[config.mk]
export PLATFORM = sky130hd
export DESIGN_NAME = fast_intr_ctrl_regs
export DESIGN_NICKNAME = d
export VERILOG_FILES = /design/src/rtl/fast_intr_ctrl_regs.sv
export SDC_FILE = /design/constraint.sdc
export NUM_CORES = 1
export LEC_CHECK = 0
export CAP_MARGIN = 10
export CORE_MARGIN = 2
export CORE_UTILIZATION = 30
export CTS_BUF_LIST = sky130_fd_sc_hd__clkbuf_8
export CTS_CLUSTER_DIAMETER = 120
export DETAILED_ROUTE_END_ITERATION = 12
export PLACE_DENSITY = 0.64
export SLEW_MARGIN = 10
export SYNTH_ARGS = -nofsm -noshare
export SYNTH_HDL_FRONTEND = slang
export SYNTH_SLANG_ARGS = --single-unit
[constraint.sdc]
create_clock -name clk_i -period 6 [get_ports clk_i]
set_clock_uncertainty 0.2 [all_clocks]
set_input_delay 1.2 -clock clk_i [delete_from_list [all_inputs] [get_ports clk_i]]
set_output_delay 1.2 -clock clk_i [all_outputs]
set_load 0.05 [all_outputs]
[src/rtl/fast_intr_ctrl_regs.sv]
// fast_intr_ctrl_regs: register-bus slave latching fast interrupt lines into PENDING/ENABLE
// and raising one CPU interrupt. Optional macro: FAST_INTR_CTRL_LEVEL_EN (level-sensitive sources).
`default_nettype none

package fast_intr_ctrl_reg_pkg;
  typedef struct packed {
    logic [63:0] addr;
    logic        write;
    logic [31:0] wdata;
    logic [3:0]  wstrb;
    logic        valid;
  } reg_req_t;

  typedef struct packed {
    logic [31:0] rdata;
    logic        error;
    logic        ready;
  } reg_rsp_t;
endpackage

module fast_intr_ctrl_regs
  import fast_intr_ctrl_reg_pkg::*;
#(
  parameter int unsigned NumIrq     = 16,
  parameter int unsigned SyncStages = 2,
  localparam int unsigned IdW       = (NumIrq > 1) ? $clog2(NumIrq) : 1
) (
  input  logic              clk_i,
  input  logic              rst_i,
  input  reg_req_t          reg_req_i,
  output reg_rsp_t          reg_rsp_o,
  input  logic [NumIrq-1:0] fast_irq_i,
  output logic              irq_o,
  output logic [IdW-1:0]    irq_id_o
);

  localparam logic [11:0] OffPending = 12'h000;
  localparam logic [11:0] OffEnable  = 12'h004;
  localparam logic [11:0] OffClear   = 12'h008;
  localparam logic [11:0] OffSet     = 12'h00C;
  localparam logic [11:0] OffStatus  = 12'h010;

  typedef enum logic {IDLE, RESP} state_e;

  state_e                          state_q, state_d;
  logic [31:0]                     rdata_q, rdata_d;
  logic                            err_q, err_d;
  logic [NumIrq-1:0]               en_q, en_d;
  logic [NumIrq-1:0]               pend_q, pend_d;
  logic                            irq_q, irq_d;
  logic [IdW-1:0]                  id_q, id_d;
  logic [SyncStages-1:0][NumIrq-1:0] sync_q;

  logic [NumIrq-1:0] synced, hw_set, sw_set, sw_clr, active;
  logic [11:0]       offset;
  logic [31:0]       wmask, wval, rd_word;
  logic              req_bad;

  always_ff @(posedge clk_i or posedge rst_i) begin
    if (rst_i) begin
      sync_q <= '0;
    end else begin
      sync_q[0] <= fast_irq_i;
      for (int s = 1; s < SyncStages; s++) sync_q[s] <= sync_q[s-1];
    end
  end

  assign synced = sync_q[SyncStages-1];

`ifdef FAST_INTR_CTRL_LEVEL_EN
  assign hw_set = synced;
`else
  logic [NumIrq-1:0] prev_q;

  always_ff @(posedge clk_i or posedge rst_i) begin
    if (rst_i) prev_q <= '0;
    else       prev_q <= synced;
  end

  assign hw_set = synced & ~prev_q;
`endif

  assign offset = reg_req_i.addr[11:0];

  always_comb begin
    for (int b = 0; b < 4; b++) wmask[8*b +: 8] = {8{reg_req_i.wstrb[b]}};
  end

  assign wval    = reg_req_i.wdata & wmask;
  assign req_bad = (offset[1:0] != 2'b00) || (offset > OffStatus) ||
                   (reg_req_i.write && (offset == OffPending || offset == OffStatus));

  always_comb begin
    state_d = state_q;
    rdata_d = rdata_q;
    err_d   = err_q;
    en_d    = en_q;
    sw_set  = '0;
    sw_clr  = '0;
    rd_word = '0;
    case (state_q)
      IDLE: begin
        if (reg_req_i.valid) begin
          state_d = RESP;
          err_d   = req_bad;
          if (!req_bad) begin
            if (reg_req_i.write) begin
              case (offset)
                OffEnable: en_d   = (en_q & ~wmask[NumIrq-1:0]) | wval[NumIrq-1:0];
                OffClear:  sw_clr = wval[NumIrq-1:0];
                OffSet:    sw_set = wval[NumIrq-1:0];
                default: ;
              endcase
            end else begin
              case (offset)
                OffPending: rd_word[NumIrq-1:0] = pend_q;
                OffEnable:  rd_word[NumIrq-1:0] = en_q;
                OffStatus:  rd_word[NumIrq-1:0] = pend_q & en_q;
                default: ;
              endcase
            end
          end
          rdata_d = rd_word;
        end
      end
      RESP:    state_d = IDLE;
      default: state_d = IDLE;
    endcase
  end

  // Hardware set is ORed in last so a coincident CLEAR never drops a fresh edge.
  assign pend_d = ((pend_q | sw_set) & ~sw_clr) | hw_set;
  assign active = pend_q & en_q;
  assign irq_d  = |active;

  always_comb begin
    id_d = '0;
    for (int i = NumIrq - 1; i >= 0; i--) begin
      if (active[i]) id_d = IdW'(i);
    end
  end

  always_ff @(posedge clk_i or posedge rst_i) begin
    if (rst_i) begin
      state_q <= IDLE;
      rdata_q <= '0;
      err_q   <= 1'b0;
      en_q    <= '0;
      pend_q  <= '0;
      irq_q   <= 1'b0;
      id_q    <= '0;
    end else begin
      state_q <= state_d;
      rdata_q <= rdata_d;
      err_q   <= err_d;
      en_q    <= en_d;
      pend_q  <= pend_d;
      irq_q   <= irq_d;
      id_q    <= id_d;
    end
  end

  assign reg_rsp_o = {rdata_q, err_q, (state_q == RESP)};
  assign irq_o     = irq_q;
  assign irq_id_o  = id_q;

  logic unused_bits;
  assign unused_bits = ^{reg_req_i.addr[63:12], wval, wmask};

endmodule

`default_nettype wire

==> flow_summary.yaml <==
status:
  status: "finished, final reports clean"
timing:
  worst_slew_pin_slew_ns: 1.133
  finalCriticalPeriod_ns: 3.767
  setup_viol: 0
  hold_viol_final: 0
  finalCritPeriodShare: 0.6279
  rsz0062_at_grt: "no"
  drv_slew: 0
  maxSlewHeadroom: 0.2406
  fmax_mhz: 265.4
  setup_tns_ns: 0
  layout_setup_ws_ns: 2.233
pwr:
  ir_drop_mv: 0.08699
  p_per_area_nw_per_um2: 228.5
  leakagePower_nw: 2.136
global_routing:
  use_met1: 0.1820
  grt_max_degree: 62
  grt_pass1_vias: 3190
  grt_use_met3: 0.03755
  track_usage: 0.1393
  grt_pass1_wl_mm: 16.33
  grt-busiest-layer: "met2"
  antenna_found_initial: 0
  use_met2: 0.2133
  overflow: 0
cts:
  clockBufferDepth: 2
  cts_tree: "built"
  cts_buffers: 9
  holdBufCountCts: 0
  cts_resized: 0
  post_cts_buffers: 0
  root_buffer: "clkbuf_8"
  cts.htree.levels: 3
  clkSlewWorstSetupHoldPaths_ns: 0.09
  cts_sinks: 103
  worstSkewPairLatency_ns: 0.36
hold_path:
  hp-class: "reg2reg"
  worstHoldStart: "sync_q[1]"
  worst_hold_path.endpoint: "synced[1]"
  holdPathStages: 0
setup_path:
  reg2reg_depth: 4
  end_kind: "flop"
  rrSetupSlack_ns: 3.14
  crit_start: "reg_req_i[44]"
  worstReg2RegStart: "state_q"
  crit_required_ns: 6.05
  critPathMaxFanout: 18
  critPathArrivalTime_ns: 3.81
  timing.rr.end: "pend_q[2]"
  crit_type: "in2reg"
  worstSetupStartpointType: "input port"
synthesis:
  ys_seq_area_frac: 0.6001
  synth_area_um2: 4295
  synth_edf_count: 0
  async_flop_share: 1.000
  synth_top_area_share: 0.6001
  yosys.cell_count.top_type: "dfrtp_1"
  synth.distinct_cells: 38
  synth.area.top_cells: "dfrtp_1, mux2_2, a32oi_1"
  ys_ff_latch: 103
  synth_common_cells: "dfrtp_1, nand2_1, o21ai_0, inv_1, buf_4"
  avgSynthCellArea_um2: 11.58
  ys.flop_type: "dfrtp_1"
  yosysTopAreaCell: "dfrtp_1"
  yosys_warnings: 0
  syn_inst: 371
routing:
  drc: 0
  drt_iter0_drc: 325
  ant_nets: 0
  avgRoutedWirePerCell_um: 16.34
  routed_wirelength_mm: 10.10
  vias: 3197
  drt_first_pass_iters: 5
  via_per_inst: 5.173
die:
  dieArea_um2: 15290
  die_h_um: 123.7
  pin_count: 159
  initial_utilization: 0.3083
  fp.dieW_um: 123.7
  coreArea_um2: 13930
  rows: 43
placed_design:
  gp_congestion: 0.8564
  portBuffers: 72
  dp_worst_setup_slack_ns: 1.871
  dp_hpwl_mm: 7.343
finish:
  fin_nets: 554
  final_util: 0.3769
  num_antenna_cells: 0
  layout-drive-gt1-share: 0.08219
  area_delta_synth_final_pct: 22.28
job:
  max_cap_viol_count: 0
[stage by stage]
step / hold slack, ns / cell area, um^2 / instances / power [W]
global route: 0.1685 / 5253 / 618 / 0.001253
detailed placement: 0.1347 / 5087 / 603 / 0.0008338
finish: 0.1531 / 5253 / 618 / 0.001200
global placement: 0.1363 / 5087 / 603 / 0.0008320
floorplan: 0.1312 / 4352 / 386 / 0.0007910
CTS: 0.1562 / 5253 / 618 / 0.001217
[how the worst max path moves through the flow]
| stage | to | slack (ns) | cells past startpoint |
|---|---|---|---|
| global route | flop | 2.03 | 5 |
| detailed placement | flop | 1.87 | 5 |
| finish | flop | 2.23 | 5 |
| global placement | flop | 1.91 | 5 |
| CTS | flop | 2.27 | 5 |
| floorplan | async pin | 1.90 | 1 |
[power by group]
part	total, W	internal (W)	switching, W	leakage [nW]
clock network	0.000381	0.000156	0.000225	0.0868
logic	0.000102	0.0000351	0.0000670	0.812
registers	0.000717	0.000711	0.00000619	1.24
total	0.00120	0.000902	0.000298	2.14
[critical path: stages]
cell and delay, ns:
clkdlybuf4s50_1 0.43, nor4_1 0.63, and4b_1 0.70, and3_1 0.48, mux2_2 0.38
[area by class of cell]
class	count	area, um^2
clock buffer	10	137.6
clock inverter	5	27.53
fill	1348	8682
inverter	20	77.57
multi-input combinational	225	1464
sequential	103	2577
tap	180	225.2
timing repair buffer	75	743.2
[layer usage]
layer / vias up / share of wire
met5: - / 0
met4: 0 / 0.030
met3: 22 / 0.076
met2: 153 / 0.45
met1: 1554 / 0.45
li1: 1468 / -
[kinds of logic (layout without fill, tap and decap cells)]
kind of cell,count (synthesis),in the layout,synth area share
AOI/OAI and AO/OA,101,101,0.1713
buffers and inverters,58,110,0.07224
and+or+nand+nor,92,92,0.1136
DFF,103,103,0.6001
muxes,16,16,0.04195
other,1,16,0.0008730
[cells in the final DEF, fill, tap and decap left out, drive strengths merged, types with 10 or more instances in the layout]
cell and instances:
dfrtp 103, clkdlybuf4s50 72, nand2 37, o21ai 27, inv 22, o31ai 17
a32oi 16, nand4 16, o221ai 16, mux2 16, conb 16, and2 11
a31oi 10, clkbuf 10
(Power assumes the default switching activity.)
